$ cat config.mk
export PLATFORM = sky130hd
export DESIGN_NAME = seq_scan_ctrl
export DESIGN_NICKNAME = d
export VERILOG_FILES = /design/src/rtl/seq_scan_ctrl.sv
export SDC_FILE = /design/constraint.sdc
export NUM_CORES = 1
export LEC_CHECK = 0
export ABC_CLOCK_PERIOD_IN_PS = 2800
export BUFFER_PORTS_ARGS = -buffer_cell sky130_fd_sc_hd__buf_2
export CAP_MARGIN = 25
export CORE_ASPECT_RATIO = 0.5
export CORE_MARGIN = 2
export CORE_UTILIZATION = 55
export CTS_CLUSTER_DIAMETER = 80
export DETAILED_ROUTE_END_ITERATION = 8
export GPL_ROUTABILITY_DRIVEN = 1
export PLACE_DENSITY_LB_ADDON = 0.2
export SYNTH_ARGS = -nofsm -noshare
export SYNTH_HDL_FRONTEND = slang
export SYNTH_SLANG_ARGS = --single-unit
$ cat constraint.sdc
create_clock -name clk -period 2.8 [get_ports clk]
set_input_delay 0.28 -clock clk [delete_from_list [all_inputs] [get_ports clk]]
set_output_delay 0.28 -clock clk [all_outputs]
set_load 0.05 [all_outputs]
$ cat src/rtl/seq_scan_ctrl.sv
// Word-fed serial pattern detector: shifts each accepted word MSB first into a
// PAT_W history and counts matches. Optional threshold interrupt: SCAN_THRESH_EN.
module seq_scan_ctrl #(
  parameter int WORD_W = 8,
  parameter int PAT_W  = 4,
  parameter int CNT_W  = 8
) (
  input  logic              clk,
  input  logic              reset,
  input  logic              clr,
  input  logic [PAT_W-1:0]  pattern,
  input  logic              overlap_en,
  input  logic              in_valid,
  input  logic [WORD_W-1:0] in_data,
`ifdef SCAN_THRESH_EN
  input  logic [CNT_W-1:0]  thresh,
  output logic              thresh_irq,
`endif
  output logic              in_ready,
  output logic              bit_out,
  output logic              match_pulse,
  output logic [CNT_W-1:0]  match_count,
  output logic              busy,
  output logic              done,
  output logic [1:0]        crnt_state
);

  localparam int BC_W   = $clog2(WORD_W + 1);
  localparam int FILL_W = $clog2(PAT_W + 1);

  typedef enum logic [1:0] {
    IDLE  = 2'b00,
    SHIFT = 2'b01,
    DONE  = 2'b10
  } state_t;

  state_t              state;
  logic [WORD_W-1:0]   data_q;
  logic [PAT_W-1:0]    pat_q;
  logic                ovl_q;
  logic [BC_W-1:0]     bit_cnt;
  logic [PAT_W-1:0]    hist;
  logic [FILL_W-1:0]   fill;

  logic                shift_bit;
  logic [PAT_W-1:0]    hist_nxt;
  logic [FILL_W-1:0]   fill_inc;
  logic                hit;
  logic                last_bit;
  logic [CNT_W-1:0]    cnt_inc;

  function automatic logic [CNT_W-1:0] sat_inc(input logic [CNT_W-1:0] v);
    return (&v) ? v : v + 1'b1;
  endfunction

  assign crnt_state = state;
  assign shift_bit  = data_q[WORD_W-1];
  assign hist_nxt   = {hist[PAT_W-2:0], shift_bit};
  assign fill_inc   = (fill == FILL_W'(PAT_W)) ? fill : fill + 1'b1;
  // The history is only trusted once PAT_W fresh bits have entered it.
  assign hit        = (fill_inc == FILL_W'(PAT_W)) && (hist_nxt == pat_q);
  assign last_bit   = (bit_cnt == BC_W'(WORD_W - 1));
  assign cnt_inc    = sat_inc(match_count);

  always_ff @(posedge clk or negedge reset) begin
    if (!reset) begin
      state       <= IDLE;
      in_ready    <= 1'b1;
      busy        <= 1'b0;
      done        <= 1'b0;
      bit_out     <= 1'b0;
      match_pulse <= 1'b0;
      match_count <= '0;
      data_q      <= '0;
      pat_q       <= '0;
      ovl_q       <= 1'b0;
      bit_cnt     <= '0;
      hist        <= '0;
      fill        <= '0;
`ifdef SCAN_THRESH_EN
      thresh_irq  <= 1'b0;
`endif
    end else begin
      match_pulse <= 1'b0;
      done        <= 1'b0;
      case (state)
        IDLE: begin
          if (clr) begin
            hist        <= '0;
            fill        <= '0;
            match_count <= '0;
`ifdef SCAN_THRESH_EN
            thresh_irq  <= 1'b0;
`endif
          end
          if (in_valid) begin
            data_q   <= in_data;
            pat_q    <= pattern;
            ovl_q    <= overlap_en;
            bit_cnt  <= '0;
            state    <= SHIFT;
            in_ready <= 1'b0;
            busy     <= 1'b1;
          end
        end
        SHIFT: begin
          data_q  <= data_q << 1;
          bit_out <= shift_bit;
          hist    <= hist_nxt;
          bit_cnt <= bit_cnt + 1'b1;
          if (hit) begin
            match_pulse <= 1'b1;
            match_count <= cnt_inc;
            // Non-overlapping mode: old bits stay in hist but must be refilled.
            fill        <= ovl_q ? fill_inc : '0;
`ifdef SCAN_THRESH_EN
            if (thresh != '0 && cnt_inc >= thresh) thresh_irq <= 1'b1;
`endif
          end else begin
            fill <= fill_inc;
          end
          if (last_bit) begin
            state <= DONE;
            busy  <= 1'b0;
            done  <= 1'b1;
          end
        end
        DONE: begin
          state    <= IDLE;
          in_ready <= 1'b1;
        end
        default: begin
          state    <= IDLE;
          in_ready <= 1'b1;
          busy     <= 1'b0;
        end
      endcase
    end
  end

endmodule

# Yosys cells after proc, flatten, opt, wreduce, memory -nomap -nowiden
# Cells that the tools add are included.
# W data, S select, Z words.
[totals]
ff_bits = 38
latch_bits = 0
mem_bits_rw = 0
rom_bits = 0
input_bits = 17
output_inout_bits = 15
wordCells = 67
memories = 0
[classes]
addsub = 3
mul = 0
div = 0
magnitude_cmp = 0
n_eq_ne = 11
shifts = 0
muxes = 27
bitwise = 2
n_reduce_logical = 11
[ops]
columns = ["op", "count"]
rows = [
  ["$mux W8", 4],
  ["$pmux W8 S2", 2],
  ["$mux W3", 5],
  ["$pmux W3 S2", 2],
  ["$ne A2 B2 Y1 const B", 5],
  ["$reduce_and A2 Y1", 5],
  ["$add A8 B1 Y8 const B", 1],
  ["$pmux W4 S2", 1],
  ["$reduce_and A8 Y1", 1],
  ["$mux W1", 7],
  ["$eq A3 B3 Y1 const B", 2],
  ["$add A4 B1 Y4 const B", 1],
  ["$eq A4 B3 Y1 const B", 1],
  ["$eq A4 B4 Y1", 1],
  ["$mux W2", 2],
  ["$mux W4", 1],
  ["$pmux W2 S2", 1],
  ["$reduce_and A4 Y1", 1],
  ["$add A3 B1 Y3 const B", 1],
  ["$pmux W1 S3", 1],
  ["$reduce_and A3 Y1", 1],
  ["$eq A2 B1 Y1 const B", 1],
  ["$eq A2 B2 Y1 const B", 1],
  ["$logic_not A2 Y1", 1],
  ["other kinds (4)", 5],
]

# Longest topological paths before layout
[depth]
depth_word = 6
ltp_mapped = 8
ltp_nobuf = 7

# Worst setup path after synthesis
# No wires, ideal clock.
[synth_path]
kind = "register -> register"
start = "register fill[0]"
end = "register match_count[2]"
setup_ns = 0.067
t_arrival_ns = 2.066
required_time_ns = 2.733
setup_slack_ns = 0.667
path_stages_with_launch = 9
path_buffers = 1
synth_period_minus_slack_ns = 2.133
cell_sequence = "dfrtp_1 > inv_1 > ha_1 > or3b_1 > a31oi_2 > nand3_2 > buf_6 > or4b_1 > nand2_1"
[synth_via]
elab_chain_cells = 6
word_cells_on_any_way = 7
cone_classes = "1 x add/sub; 3 x eq/ne; 1 x mux; 2 x reduce/logical"
[synth_lines]
columns = ["element", "line", "source"]
rows = [
  ["from (decl)", "43", "logic [FILL_W-1:0] fill;"],
  ["from (signal assigned)", "115", "fill <= ovl_q ? fill_inc : '0;"],
  ["from (signal assigned)", "120", "fill <= fill_inc;"],
  ["$add A3 B1 Y3 / $eq A3 B3 Y1 (equally long branches)", "59", "assign fill_inc = (fill == FILL_W'(PAT_W)) ? fill : fill + 1'b1;"],
  ["$mux W3 *", "59", ""],
  ["$eq A3 B3 Y1 *", "61", "assign hit = (fill_inc == FILL_W'(PAT_W)) && (hist_nxt == pat_q);"],
  ["$logic_and A1 B1 Y1 *", "61", ""],
  ["$ne A2 B2 Y1 (no source line) *", "-", ""],
  ["$reduce_and A4 Y1 (no source line) *", "-", ""],
  ["to (signal assigned)", "113", "match_count <= cnt_inc;"],
  ["to (decl)", "22", "output logic [CNT_W-1:0] match_count,"],
]
# Mark *: on every way between the ends. The rest lies on a longest branch, timed or not.
# A chain may end at the register's enable or synchronous reset.

# Worst setup path in the final report
[layout_path]
start = "register fill[0]"
end = "register match_count[0]"
# The elaborated chain is that of the path after synthesis.

==> reports/metrics.csv <==
metric;value;unit
library cells used by synthesis;36;
post-synthesis instance area;0.00181;sq mm
shortest clock period the worst path allows after layout;2.35;ns
path class of the lowest-slack min-delay path;input pin to asynchronous set/reset pin;
CP Launch Type;flip-flop;
crit path max fanout;13;
proportion of netlist area held by the largest area contributor;51.2;%
flip-flop and latch count after synthesis;38;
net count after synthesis;197;
first-pass GRT wire length;6180;um
FMAX;425;MHz
Final Hold Viols;0;
initial drt markers;61;
FF-to-FF Start;fill[0];
area delta synth->final;15.8;%
length of the first detailed-routing pass in iterations;4;
parity-gate share of the synthesized area counting xor and xnor cells;1.94;%
power density of the placed cells;1120;mW/mm^2
total of endpoints with negative setup slack in the final report;0;
maximum number of pins on one net before global-route repair;39;
via density per instance;5.86;
clock insertion delay at the later pin of the skew report;0.29;ns
overall routing resource usage;21.2;%
count of buffers added by post-CTS timing repair for setup;0;
unrepaired setup endpoints after global routing;false;
number of antenna diodes;0;
Min Hold Slack;0.0828;ns
level count of the clock H-tree;2;
CTS tree;built;
number of global-route vias before repair;1360;
number of max-slew violations in the final report;0;
worst-case setup margin in the final layout;0.446;ns
fraction of the cycle the final worst path needs;84.1;%
Resized Gates After CTS;0;
Setup Total Neg Slack;0;ns
number of buffers on the longest clock path;2;
average wire per cell in the routed design;14.5;um
Yosys top cell by area;dfrtp_1;
Max-Cap Viols;0;
post-route antenna net violation count;0;
detailed-route via count;1464;
endpoint kind of the worst setup timing path;flip-flop;
leakage dissipation;1.01;nW
grt total ovfl;0;
Worst Max-Slew Pin Slew;0.835;ns
worst setup path startpoint;fill[0];
fraction of the mapped netlist area in compound gates;14.8;%
floorplan die area;0.00379;sq mm
number of remaining DRC errors;0;
CP Class;flip-flop to flip-flop;
Core Region;0.00307;sq mm
number of buffers added by the clock tree synthesis step;5;
Clock Pin Slew Worst Setup and Hold Paths;0.07;ns
die boundary width;85.1;um
Std-Cell Rows;14;
area share of and/or/nand/nor cells after synthesis;16.6;%
Initial Util;59.0;%
GPL Wtd Cong;0.738;
tightest slew margin relative to the limit;44.3;%
Adder-Cell Fraction of Synth Area;2.77;%
CTS Root Cell;clkbuf_8;
height of the chip;44.6;um
Avg Cell Area, Syn;10.3;sq um
WL met3;184;um
hold-fix buffers at CTS;0;
main area contributors after synthesis;dfrtp_1, nand2_1, o21ai_0;
sequential cell area fraction in the yosys report;52.6;%
arrival time of data at the critical path endpoint;2.55;ns
antenna violations before repair;0;
Req. time, crit path;3.00;ns
layout cell share with drive strength beyond 1;24.8;%
Final Net Count;230;
post-route met1 wirelength;1670;um
number of I/O port buffers;31;
CTS sink cnt;38;
outcome;finished clean;
number of filler instances in the final layout;255;
worst slack, placed;0.488;ns
largest family of logic cells by synthesized area;simple AND/OR/NAND/NOR gates;
DRT Wirelength;3640;um
mux cell area share after synthesis;7.54;%
HPWL after detailed placement;2530;um
warning count from the yosys run;0;
length of routed met2 wiring;1750;um
number of top-level pins;32;
Layout Skew;0.00543;ns
Mapped Cells;176;
uppermost layer routed;met4;
largest vdd supply drop;532;uV
worst paths after layout:
path,to,slack (ns),depth (start not counted)
min in group clk,data_q[0],0.22,2
min reg2reg,bit_out,0.48,2
max reg2reg,match_count[0],0.45,7
max in group asynchronous,match_count[1],2.19,1
min,match_count[3],0.08,1
max,match_count[0],0.45,7
layout make-up:
| cell class | instances | area, sq um | share of cell area [%] |
|---|---|---|---|
| Clock inverter | 2 | 12.5 | 0.597 |
| Timing Repair Buffer | 34 | 178 | 8.48 |
| Sequential cell | 38 | 952 | 45.5 |
| Multi-Input combinational cell | 122 | 790 | 37.7 |
| Tap cell | 40 | 50.0 | 2.39 |
| Clock buffer | 6 | 82.6 | 3.94 |
| Inverter | 8 | 30.0 | 1.43 |
registers in the layout, indices dropped and copies added (netlist names):
signal,count
bit_cnt,4
bit_out,1
busy,1
crnt_state,2
data_q,8
done,1
fill,3
hist,3
in_ready,1
match_count,8
match_pulse,1
ovl_q,1
pat_q,4
worst max-delay path, stage by stage, from the launching register on:
cell and delay (ns):
dfrtp_1 0.42, inv_1 0.08, ha_1 0.25, or3b_1 0.39, a31oi_2 0.24, nand3_2 0.25, or3_1 0.46, mux2i_1 0.18
stage by stage:
step / power, mW / area, sq um / utilization [%] / std cells
2_1_floorplan: 1.71 / 1810 / - / 176
3_3_place_gp: 1.92 / 2000 / 65.2 / 242
3_5_place_dp: 1.97 / 2000 / 65.2 / 242
4_1_cts: 2.37 / 2090 / 68.3 / 250
5_1_grt: 2.52 / 2090 / 68.3 / 250
6_report: 2.35 / 2090 / 68.3 / 250
Yosys cell counts:
master	n
inv_1	8
a21oi_1	6
nor3_1	3
o21ai_0	17
nand3_1	7
o32ai_1	1
or3b_1	1
o211ai_1	4
and3_1	1
a22o_1	6
a31oi_1	2
buf_6	1
nand2_1	23
nand3_2	1
nor2_1	8
a41oi_1	1
o22ai_1	1
mux2_2	5
nor3b_2	1
o311ai_0	1
nor2b_1	1
nand4_1	3
ha_1	4
o21bai_1	1
clkbuf_1	7
xor2_1	4
or4b_1	1
dfstp_2	1
or3_1	3
or2_2	1
or4_1	4
dfrtp_1	37
o21ai_1	1
a31oi_2	1
nand2b_1	1
mux2i_1	8
placed cells by master, fill, tap and decap left out, drive strengths merged, types with 3 or more instances in the layout:
| cell | count |
|---|---|
| or4 | 4 |
| dfrtp | 37 |
| xor2 | 4 |
| inv | 8 |
| clkbuf | 6 |
| or3 | 3 |
| o21ai | 18 |
| nor3 | 3 |
| buf | 34 |
| a21oi | 6 |
| nand3 | 8 |
| a22o | 6 |
| o211ai | 4 |
| nand2 | 23 |
| a31oi | 3 |
| nand4 | 3 |
| mux2i | 8 |
| mux2 | 5 |
| ha | 4 |
| nor2 | 8 |
routing by layer:
layer  vias to the layer above  global-route usage, %
li1                        696                      -
met1                       725                   26.7
met2                        38                   36.6
met3                         5                   6.16
met4                         0                   6.67
met5                         -                      0
logic make-up (layout without fill, tap and decap cells):
group                      count (synthesis)  in the layout
and+or+nand+nor                           59             59
AOI/OAI and AO/OA                         42             42
DFF                                       38             38
buffers and inverters                     16             50
muxes                                     13             13
adders and majority gates                  4              4
xor gates and xnor gates                   4              4
power by group:
part / internal, mW / switching (mW)
clock network: 0.198 / 0.196
registers: 0.768 / 0.192
logic: 0.370 / 0.631
No activity file was read; power rests on OpenSTA's default activity.
